<file path="config.mk">
export PLATFORM = sky130hd
export DESIGN_NAME = pipe_stall_ctrl
export DESIGN_NICKNAME = d
export VERILOG_FILES = /design/src/rtl/pipe_stall_ctrl.sv
export SDC_FILE = /design/constraint.sdc
export NUM_CORES = 1
export LEC_CHECK = 0
export ABC_CLOCK_PERIOD_IN_PS = 1900
export CELL_PAD_IN_SITES_DETAIL_PLACEMENT = 1
export CELL_PAD_IN_SITES_GLOBAL_PLACEMENT = 1
export CORE_MARGIN = 5
export CORE_UTILIZATION = 41
export CTS_CLUSTER_DIAMETER = 40
export DETAILED_ROUTE_END_ITERATION = 8
export DONT_BUFFER_PORTS = 1
export GPL_TIMING_DRIVEN = 1
export PLACE_DENSITY = 0.75
export RECOVER_POWER = 100
export SETUP_SLACK_MARGIN = 0.4
export SLEW_MARGIN = 0
export SYNTH_ARGS = -nofsm -noshare
export SYNTH_HDL_FRONTEND = slang
export SYNTH_SLANG_ARGS = --single-unit
</file>
<file path="constraint.sdc">
create_clock -name CLK -period 1.9 [get_ports CLK]
set_input_delay 0.38 -clock CLK [delete_from_list [all_inputs] [get_ports CLK]]
set_output_delay 0.38 -clock CLK [all_outputs]
set_load 0.01 [all_outputs]
</file>
<file path="src/rtl/pipe_stall_ctrl.sv">
// Pipeline stall/flush sequencer for the 5-stage Otter core.
// Optional performance counters are enabled by defining PIPE_PERF_CNT_EN.
//
// state    | meaning
// RUN      | pipeline advancing; resolves load-use / control hazards
// MEM_WAIT | data memory access outstanding; pipeline frozen
module pipe_stall_ctrl #(
    parameter int MEM_TIMEOUT = 16,
    parameter int CNT_W       = 32
) (
    input  logic             CLK,
    input  logic             RST_N,
    input  logic             load_use_haz,
    input  logic             control_haz,
    input  logic             dmem_req,
    input  logic             dmem_ready,
    output logic             pc_we,
    output logic             if_de_we,
    output logic             de_ex_we,
    output logic             ex_mem_we,
    output logic             mem_wb_we,
    output logic             if_de_flush,
    output logic             de_ex_flush,
    output logic             mem_err,
    output logic [CNT_W-1:0] stall_cnt,
    output logic [CNT_W-1:0] flush_cnt
);

    localparam int WAIT_W = $clog2(MEM_TIMEOUT + 1);
    localparam logic [WAIT_W-1:0] WAIT_MAX = WAIT_W'(MEM_TIMEOUT);
    localparam logic [WAIT_W-1:0] WAIT_ONE = WAIT_W'(1);

    typedef enum logic {
        RUN      = 1'b0,
        MEM_WAIT = 1'b1
    } state_t;

    state_t            r_state;
    logic [WAIT_W-1:0] r_wait_cnt;
    logic              r_pend_flush;
    logic              r_mem_err;

    state_t            w_state_nxt;
    logic [WAIT_W-1:0] w_wait_cnt_nxt;
    logic              w_pend_flush_nxt;
    logic              w_mem_err_nxt;
    logic              w_freeze;
    logic              w_ctrl_eff;

    always_comb begin
        w_state_nxt      = r_state;
        w_wait_cnt_nxt   = r_wait_cnt;
        w_pend_flush_nxt = r_pend_flush;
        w_mem_err_nxt    = r_mem_err;
        w_freeze         = 1'b0;
        w_ctrl_eff       = control_haz;

        case (r_state)
            RUN: begin
                if (dmem_req && !dmem_ready) begin
                    w_freeze         = 1'b1;
                    w_pend_flush_nxt = control_haz;
                    w_wait_cnt_nxt   = WAIT_ONE;
                    w_state_nxt      = MEM_WAIT;
                end
            end
            MEM_WAIT: begin
                // A timeout is handled exactly like a completion so the pipeline unblocks.
                if (dmem_ready || (r_wait_cnt == WAIT_MAX)) begin
                    w_ctrl_eff       = control_haz | r_pend_flush;
                    w_pend_flush_nxt = 1'b0;
                    w_wait_cnt_nxt   = '0;
                    w_state_nxt      = RUN;
                    if (!dmem_ready) begin
                        w_mem_err_nxt = 1'b1;
                    end
                end else begin
                    w_freeze         = 1'b1;
                    w_pend_flush_nxt = r_pend_flush | control_haz;
                    if (r_wait_cnt != WAIT_MAX) begin
                        w_wait_cnt_nxt = r_wait_cnt + WAIT_ONE;
                    end
                end
            end
            default: begin
                w_state_nxt = RUN;
            end
        endcase
    end

    always_comb begin
        pc_we       = 1'b1;
        if_de_we    = 1'b1;
        de_ex_we    = 1'b1;
        ex_mem_we   = 1'b1;
        mem_wb_we   = 1'b1;
        if_de_flush = 1'b0;
        de_ex_flush = 1'b0;

        if (!RST_N) begin
            pc_we       = 1'b0;
            if_de_we    = 1'b0;
            de_ex_we    = 1'b0;
            ex_mem_we   = 1'b0;
            mem_wb_we   = 1'b0;
            if_de_flush = 1'b1;
            de_ex_flush = 1'b1;
        end else if (w_freeze) begin
            pc_we     = 1'b0;
            if_de_we  = 1'b0;
            de_ex_we  = 1'b0;
            ex_mem_we = 1'b0;
            mem_wb_we = 1'b0;
        end else if (w_ctrl_eff) begin
            // Branch is older than the load-use pair, so it wins.
            if_de_flush = 1'b1;
            de_ex_flush = 1'b1;
        end else if (load_use_haz) begin
            pc_we       = 1'b0;
            if_de_we    = 1'b0;
            de_ex_flush = 1'b1;
        end
    end

    always_ff @(posedge CLK) begin
        if (!RST_N) begin
            r_state      <= RUN;
            r_wait_cnt   <= '0;
            r_pend_flush <= 1'b0;
            r_mem_err    <= 1'b0;
        end else begin
            r_state      <= w_state_nxt;
            r_wait_cnt   <= w_wait_cnt_nxt;
            r_pend_flush <= w_pend_flush_nxt;
            r_mem_err    <= w_mem_err_nxt;
        end
    end

    assign mem_err = r_mem_err;

`ifdef PIPE_PERF_CNT_EN
    logic [CNT_W-1:0] r_stall_cnt;
    logic [CNT_W-1:0] r_flush_cnt;

    always_ff @(posedge CLK) begin
        if (!RST_N) begin
            r_stall_cnt <= '0;
            r_flush_cnt <= '0;
        end else begin
            if (!pc_we) begin
                r_stall_cnt <= r_stall_cnt + CNT_W'(1);
            end
            if (if_de_flush) begin
                r_flush_cnt <= r_flush_cnt + CNT_W'(1);
            end
        end
    end

    assign stall_cnt = r_stall_cnt;
    assign flush_cnt = r_flush_cnt;
`else
    assign stall_cnt = '0;
    assign flush_cnt = '0;
`endif

endmodule

</file>
==> results.cfg <==
[final_layout]
antenna_cells_inserted = 0
final_common_cell = conb_1
most_frequent_cells_in_the_layout = conb_1, nand3_1, dfxtp_1
nNetsFinal = 137
final_cell_area_um2 = 891
layout-drive-gt1-share_pct = 18.1
synthToLayoutAreaGrowth_pct = -9.99
number_of_fill_cells = 307

[routing]
postRouteAntennaNets = 0
finalWirelength_um = 2000
post_drt_wl_per_cell_um = 12.9
drc = 0
vias_per_cell = 4.25
drt-initial-drc-count = 10
drt_pre_antenna_iters = 4
detailroute.via_count = 659

[grt]
grt_pass1_vias = 636
pin_count_of_the_biggest_net_entering_global_routing = 12
overflow = 0
grt_pass1_wl_um = 2860
grtUsageTotal_pct = 10.5
grt_antenna_before_repair = 0

[synthesis]
ys.warnings.count = 0
number_of_synthesized_flops_with_an_enable_pin = 0
synthFlopType = dfxtp_1
post_synth_inst_count = 125
syn_area_um2 = 990
synth_area_leader_cell = buf_4
yosys.area.top_type_share_pct = 50.8
ys_top_cells_by_area = buf_4, dfxtp_1, ha_1, nand3_1, nand3b_1
synth_cell_type_count = 31
asr_flop_ratio_synth_pct = 0
syn_area_per_cell_um2 = 7.92
synth.ff_latch_count = 8
yosysSeqAreaShare_pct = 16.2

[placement]
gp_congestion = 0.734
placement.cell_area_um2 = 796
placement.setup.worst_slack_ns = 0.188
port_buffers = 0
place.detailed.hpwl_um = 1560

[floorplanning]
fp.dieArea_um2 = 3500
start_util_pct = 43.9
die_width_um = 59.1
rows = 17
die_height_um = 59.1
coreArea_um2 = 2250
floorplan.io_pins = 78

[clock_network]
cts_tree = yes
cts_inserted_buffers = 3
clkTransAtPathRegs_ns = 0.05
clock_tree_buf_depth = 2
clockRootBuffer = clkbuf_4
source_to_sink_clock_delay_at_the_later_pin_of_the_worst_skew_pair_ns = 0.26
cts_htree_levels = 1
cts.sink_count = 8
postCtsHoldBufs = 0

[critical_path]
critPathBufInv = 1
worst_path_max_delay_cell = a211oi_4
timing.setup.critical_path_class = flip-flop to primary output
cp_data_arrival_time_ns = 1.50
critical_path.startpoint_type = flip-flop
path_delay_family = compound AO/OA/AOI/OAI gates
critical_path.max_stage_delay_ns = 0.35
critical_path_required_ns = 1.52
timing.critical_path.fanout_max = 3
crit_path_end_kind = primary output
path_cells = inv_2 -> ha_4 -> and4bb_4 -> o31ai_4 -> a211oi_4

[pwr]
power.density_nw_per_um2 = 500
worst_ir_drop_vdd_mv = 0.216
cellLeakagePower_nw = 0.419

[sta]
worst_setup_margin_ns = 0.0199
timing_max_transition_violations_final = 0
finalHoldViolCount = 0
worst_clock_skew_ns = 0.00599
fmax_mhz = 532
layout_min_cycle_time_ns = 1.88
grt_setup_unrepaired = true
smallest_hold_slack_ns = 0.248
min_period_over_period_pct = 99.0
setup_viol = 0

[worst_hold_path]
hold_class = input pin to flip-flop

[status]
status = complete, no violations

[flow_run]
maxCapViolations = 0
layout make-up:
class	count	area (um^2)	area share, %
Timing Repair Buffer	4	33.8	3.79
Clock buffer	3	22.5	2.53
Multi-Input combinational cell	107	614	69.0
Tap cell	28	35.0	3.93
Sequential cell	8	166	18.7
Inverter	5	18.8	2.11
registers in the layout, summed over array words and instances, names as in the netlist:
signal and flops:
r_wait_cnt 5, mem_err 1, r_state 1, r_pend_flush 1
synth_stat cells (2+ instances only):
cell type / count
nand3_1: 5
inv_1: 4
nand2b_1: 3
nor2_1: 2
dfxtp_1: 8
nor2b_1: 2
a21oi_1: 2
o21ai_0: 3
ha_1: 2
buf_4: 67
nand2_1: 2
a31oi_1: 2
o31ai_1: 2
nand3b_1: 3
or4_1: 2
kinds of logic after synthesis:
group / share of synthesized area [%]
buffers and inverters: 53.2
AND/OR/NAND/NOR: 15.9
AO/OA/AOI/OAI: 11.8
flip-flops: 16.2
adder cells (fa/ha/maj): 2.53
other: 0.379
power breakdown:
group / internal, mW / total, mW / switching, mW
registers: 0.174 / 0.181 / 0.00702
logic: 0.0279 / 0.127 / 0.0995
clock network: 0.0728 / 0.138 / 0.0649
timing repair:
action | in CTS | in global routing
gates resized for setup | 8 | 3
pin swaps | 6 | 1
gates cloned | 0 | 0
endpoints found under the setup margin | 8 | 9
buffers inserted | 3 | 1
path summary, 6_finish.rpt:
path,cells past startpoint,end,slack [ns],start
setup / recovery,5,pc_we,0.02,r_wait_cnt[1]
hold / removal,1,r_wait_cnt[0],0.25,RST_N
setup reg to reg,7,r_wait_cnt[3],0.31,r_wait_cnt[0]
hold reg to reg,2,r_pend_flush,0.51,r_pend_flush
worst register-to-register path, cell delays in order (launching register included):
cell,delay [ns]
dfxtp_4,0.35
inv_2,0.04
ha_4,0.14
and4bb_4,0.21
buf_4,0.14
buf_6,0.11
or4_4,0.40
a31oi_1,0.14
per-layer routing:
layer | GRT usage (%) | part of all wire (%) | up-vias
met5 | 0 | 0 | -
met4 | 2.59 | 1.9 | 0
met3 | 4.79 | 13 | 6
met2 | 18.8 | 50 | 59
met1 | 11.2 | 35 | 303
li1 | - | - | 291
metrics by stage:
step / std cells / utilization (%) / power [mW] / TNS (ns)
after global routing: 155 / 39.5 / 0.475 / -0.0518
after CTS: 154 / 38.7 / 0.439 / 0
after detailed placement: 148 / 35.3 / 0.293 / 0
after global placement: 148 / 35.3 / 0.290 / 0
final: 155 / 39.5 / 0.446 / 0
after floorplan: 188 / - / 0.387 / 0
Note: power is estimated with default switching activity, not from simulation.
